## src/rtl/bus_decoder.sv

```systemverilog
// bus_decoder: routes one master to SLAVE_CNT slaves by base/mask address match.
// The decode result is registered in IDLE and held for the whole transaction.
// Unmapped addresses and slaves that never answer get an error response.
module bus_decoder #(
    parameter int                        SLAVE_CNT      = 2,
    parameter logic [32*SLAVE_CNT-1:0]   SLAVE_BASE     = {32'h10000000, 32'h00000000},
    parameter logic [32*SLAVE_CNT-1:0]   SLAVE_MASK     = {32'hF0000000, 32'hF0000000},
    parameter int                        TIMEOUT_CYCLES = 256
) (
    input  logic                   clk,
    input  logic                   reset,
    input  logic [31:0]            m_addr,
    input  logic [31:0]            m_wdata,
    input  logic [3:0]             m_wen,
    input  logic                   m_valid,
    output logic [31:0]            m_rdata,
    output logic                   m_ready,
    output logic                   m_err,
    output logic [31:0]            s_addr,
    output logic [31:0]            s_wdata,
    output logic [3:0]             s_wen,
    output logic [SLAVE_CNT-1:0]   s_valid,
    input  logic [32*SLAVE_CNT-1:0] s_rdata,
    input  logic [SLAVE_CNT-1:0]   s_ready,
    output logic [31:0]            currslave
);

    // Index width of the slave select; kept at least one bit for SLAVE_CNT = 1.
    localparam int IW = (SLAVE_CNT > 1) ? $clog2(SLAVE_CNT) : 1;
    // Timeout counter width; a disabled timeout still needs a legal vector.
    localparam int CW = (TIMEOUT_CYCLES > 0) ? $clog2(TIMEOUT_CYCLES + 1) : 1;
    localparam logic [CW-1:0] TLIM = (TIMEOUT_CYCLES > 0) ? CW'(TIMEOUT_CYCLES - 1) : '0;

    localparam logic [1:0] S_IDLE   = 2'd0;
    localparam logic [1:0] S_ACTIVE = 2'd1;
    localparam logic [1:0] S_DONE   = 2'd2;
    localparam logic [1:0] S_ERR    = 2'd3;

    logic [1:0]    state;
    logic [IW-1:0] sel;
    logic [CW-1:0] tcnt;
    logic [31:0]   rdata_q;

    logic          hit;
    logic [IW-1:0] hit_idx;
    logic          sel_ready;
    logic [31:0]   sel_rdata;
    logic          timed_out;

    // Address decode: scan high to low so the lowest matching slave wins.
    always_comb begin
        hit     = 1'b0;
        hit_idx = '0;
        for (int i = SLAVE_CNT - 1; i >= 0; i--) begin
            if ((m_addr & SLAVE_MASK[32*i +: 32]) == SLAVE_BASE[32*i +: 32]) begin
                hit     = 1'b1;
                hit_idx = IW'(i);
            end
        end
    end

    // Only the latched slave's ready/data are looked at; the rest are ignored.
    assign sel_ready = s_ready[sel];
    assign sel_rdata = s_rdata[32*int'(sel) +: 32];
    assign timed_out = (TIMEOUT_CYCLES != 0) && (tcnt == TLIM);

    // Transaction sequencing: decode, wait for the slave, then hold the response.
    always_ff @(posedge clk or negedge reset) begin
        if (!reset) begin
            state   <= S_IDLE;
            sel     <= '0;
            tcnt    <= '0;
            rdata_q <= '0;
        end else begin
            case (state)
                S_IDLE: begin
                    if (m_valid) begin
                        if (hit) begin
                            sel   <= hit_idx;
                            tcnt  <= '0;
                            state <= S_ACTIVE;
                        end else begin
                            state <= S_ERR;
                        end
                    end
                end
                S_ACTIVE: begin
                    // A master abort takes priority; the slave never saw a valid beat.
                    if (!m_valid) begin
                        state <= S_IDLE;
                    end else if (sel_ready) begin
                        rdata_q <= sel_rdata;
                        state   <= S_DONE;
                    end else if (timed_out) begin
                        state <= S_ERR;
                    end else if (tcnt != '1) begin
                        tcnt <= tcnt + CW'(1);
                    end
                end
                default: begin
                    if (!m_valid) state <= S_IDLE;
                end
            endcase
        end
    end

    // Response and request steering; purely from state so reset drops them at once.
    always_comb begin
        s_valid = '0;
        m_ready = 1'b0;
        m_err   = 1'b0;
        m_rdata = '0;
        case (state)
            S_ACTIVE: begin
                s_valid[sel] = m_valid;
                m_ready      = sel_ready;
                m_rdata      = sel_rdata;
            end
            S_DONE: begin
                m_ready = 1'b1;
                m_rdata = rdata_q;
            end
            S_ERR: begin
                m_ready = 1'b1;
                m_err   = 1'b1;
            end
            default: ;
        endcase
    end

    assign s_addr    = m_addr;
    assign s_wdata   = m_wdata;
    assign s_wen     = m_wen;
    assign currslave = 32'(sel);

endmodule

```

## config.mk

```make
export PLATFORM = sky130hd
export DESIGN_NAME = bus_decoder
export DESIGN_NICKNAME = d
export VERILOG_FILES = /design/src/rtl/bus_decoder.sv
export SDC_FILE = /design/constraint.sdc
export NUM_CORES = 1
export LEC_CHECK = 0
export ABC_CLOCK_PERIOD_IN_PS = 2400
export BUFFER_PORTS_ARGS = -buffer_cell sky130_fd_sc_hd__buf_2
export CAP_MARGIN = 25
export CORE_MARGIN = 2
export CORE_UTILIZATION = 35
export CTS_CLUSTER_SIZE = 24
export DETAILED_ROUTE_END_ITERATION = 8
export PLACE_DENSITY = 0.74
export SLEW_MARGIN = 25
export SYNTH_ARGS = -nofsm -noshare
export SYNTH_HDL_FRONTEND = slang
export SYNTH_SLANG_ARGS = --single-unit
```

## constraint.sdc

```tcl
create_clock -name clk -period 2.4 [get_ports clk]
set_clock_uncertainty 0.1 [all_clocks]
set_input_delay 0.48 -clock clk [delete_from_list [all_inputs] [get_ports clk]]
set_output_delay 0.48 -clock clk [all_outputs]
set_load 0.02 [all_outputs]
```

==> results.txt <==
Hold WS -> 0.1052 ns
Routability Congestion -> 0.7825
clock-pin slew on the worst setup and hold paths -> 0.08 ns
drc violations -> 0
clock latency on the worst-skew pair -> 0.29 ns
worst slew pin tran -> 0.6438 ns
CP arrival -> 1.74 ns
Gate power share -> 0.631
Switch Pwr -> 2159 µW
Total GRT Usage -> 0.1521
# nets final -> 559
Post-synth ARST share -> 1.000
Cells after Synth -> 370
crit-path cells -> clkbuf_16 > mux2_2 > a22oi_1 > nor2b_1 > buf_2
Routed WL per cell -> 17.49 µm
total clock sinks -> 44
register area share after synthesis -> 0.3020
Leakage -> 0.001850 µW
Internal -> 2883 µW
Final setup viols -> 0
# Max-Cap Violations -> 0
Max VDD drop -> 0.0004422 V
global route overflow -> 0
CP max FO -> 9
first-pass GRT wire length -> 13.63 mm
count of different cell masters after synthesis -> 36
dpl ws -> 0.0009390 ns
FMAX -> 0.4306 GHz
Tcrit/Tclk final -> 0.9676
TritonCTS clock tree -> built
delay-heaviest family, CP -> flip-flops
synth top area cells -> dfrtp_1 (30%), buf_4 (21%), mux2_2 (20%)
area grow syn2layout -> 10.91%
Slew HR -> 0.5679
Site Rows -> 37
Pwr Total -> 5042 µW
crit-path max cell delay -> 0.49 ns
commonest non-fill, non-tap cell in the layout -> buf_2
Mapped Area -> 3646 µm²
starting density of the core -> 0.3564
Hold-fix buffers, CTS -> 0
vias in the first global route -> 2670
FF+latch count, synth -> 44
switching part of the total -> 0.4283
worst setup margin -> 0.07784 ns
routed vias -> 2722
CORE AREA -> 10230 µm²
Tmin final -> 2.322 ns
max-slew violation count -> 0
worst path required time -> 1.82 ns
largest net degree at the start of global routing -> 39
slowest stage cell, crit path -> dfrtp_2
initial detailed-routing violation count -> 79
worst hold-check path type -> in -> async
Seq pwr share -> 0.272
EDFF count, synth -> 0
CP Buf/Inv Count -> 2
top_reg_cell synth -> dfrtp_1
WL final -> 9.657 mm
area leader, netlist -> dfrtp_1
Crit Path Category -> reg -> out
port bufs -> 113
crit path capture type -> output port
die area -> 11250 µm²
antenna cells -> 0
mean post-synth cell area -> 9.854 µm²
status -> finished clean
share of the synthesized area in the top cell type -> 0.3020
Max Root-Sink Buffers -> 2
detailed placer's ending HPWL -> 6.884 mm
CTS root buf -> clkbuf_8
final hold vios -> 0
setup tns final -> 0 ns
initial antenna violation count -> 0
PD cells -> 1247 nW/µm²
Antenna Violating Nets Remaining -> 0
cts bufs inserted -> 5
most frequent cells in the layout -> buf_2 (113), mux2_2 (63), dfrtp_1 (41), nor2b_1 (32), conb_1 (31)
first-pass iteration count of the detailed router -> 4
Worst setup SP type -> flop
Ys Warns -> 0
Die W -> 106.1 µm
via density per instance -> 4.931
fillcell total -> 1029
H-tree depth -> 2
layout cell share with drive strength beyond 1 -> 0.5264
Die Span Y -> 106.1 µm
RSZ-0062 raised after global routing -> true
I/O Pins -> 273
clock power share -> 0.096
-- cell families (layout without fill, tap and decap cells) --
family	Yosys count	in the layout	share of synthesized area
buf+inv	127	143	0.2416
flops	44	44	0.3020
simple gates	63	63	0.1036
compound gates	61	61	0.1177
mux	67	67	0.2100
fa+ha+maj	7	7	0.02402
other cells	1	31	0.001029
-- layout make-up --
| type | instances | area (µm²) | area share |
|---|---|---|---|
| well taps | 136 | 170.2 | 0.04208 |
| flip-flops and latches | 44 | 1105 | 0.2732 |
| clock buffers | 8 | 90.09 | 0.02228 |
| repair buffers | 130 | 807.0 | 0.1996 |
| multi-input cells | 229 | 1853 | 0.4582 |
| inverters | 5 | 18.77 | 0.004641 |
-- sequential cells by signal, summed over array words and instances (netlist names) --
signal,cells
tcnt,9
state,2
rdata_q,32
sel,1
-- final timing paths --
kind                            start           to  slack [ns]  cells past startpoint
max in group asynchronous       reset  rdata_q[11]        1.41                      2
min                             reset  rdata_q[27]        0.11                      1
max reg2reg                   tcnt[1]      tcnt[2]        0.12                     10
max                               sel  m_rdata[17]        0.08                      5
min reg2reg                rdata_q[2]   rdata_q[2]        0.41                      1
min in group clk           m_addr[28]          sel        0.35                      2
-- cells in the mapped netlist (2+ instances only) --
library cell,n
a21oi_1,3
a22oi_1,32
and3_1,6
buf_2,5
buf_4,104
clkbuf_1,12
dfrtp_1,44
ha_1,7
inv_1,5
mux2_1,2
mux2_2,64
nand2_1,7
nand3b_1,7
nor2_1,3
nor2b_1,32
o211ai_1,2
o21ai_0,10
o21ai_1,3
o221ai_1,5
-- power by group through the flow --
| stage | sequential [µW] | combinational (µW) | clock, µW |
|---|---|---|---|
| detailed placement | 1350 | 2840 | 0 |
| floorplan | 1280 | 2290 | 0 |
| global placement | 1320 | 2780 | 0 |
| finish | 1370 | 3180 | 485 |
| global route | 1420 | 3460 | 535 |
| CTS | 1340 | 2870 | 507 |
-- through the flow --
| stage | util | area, µm² | cells |
|---|---|---|---|
| global placement | 0.3661 | 3746 | 536 |
| floorplan | - | 3759 | 400 |
| finish | 0.3953 | 4044 | 552 |
| global route | 0.3953 | 4044 | 552 |
| CTS | 0.3758 | 3845 | 544 |
| detailed placement | 0.3661 | 3746 | 536 |
-- layer usage --
layer  vias to the layer above  part of all wire  track usage
li1                       1247                 -            -
met1                      1316              0.38       0.1706
met2                       147              0.52       0.2668
met3                        12             0.092      0.06806
met4                         0            0.0090      0.03102
met5                         -                 0            0
-- timing repair --
item	in CTS	in global routing
gates cloned	0	4
buffers inserted	0	4
gates resized for setup	3	22
endpoints found under the setup margin	10	41
pin swaps	0	1
No activity file was read; power rests on OpenSTA's default activity.
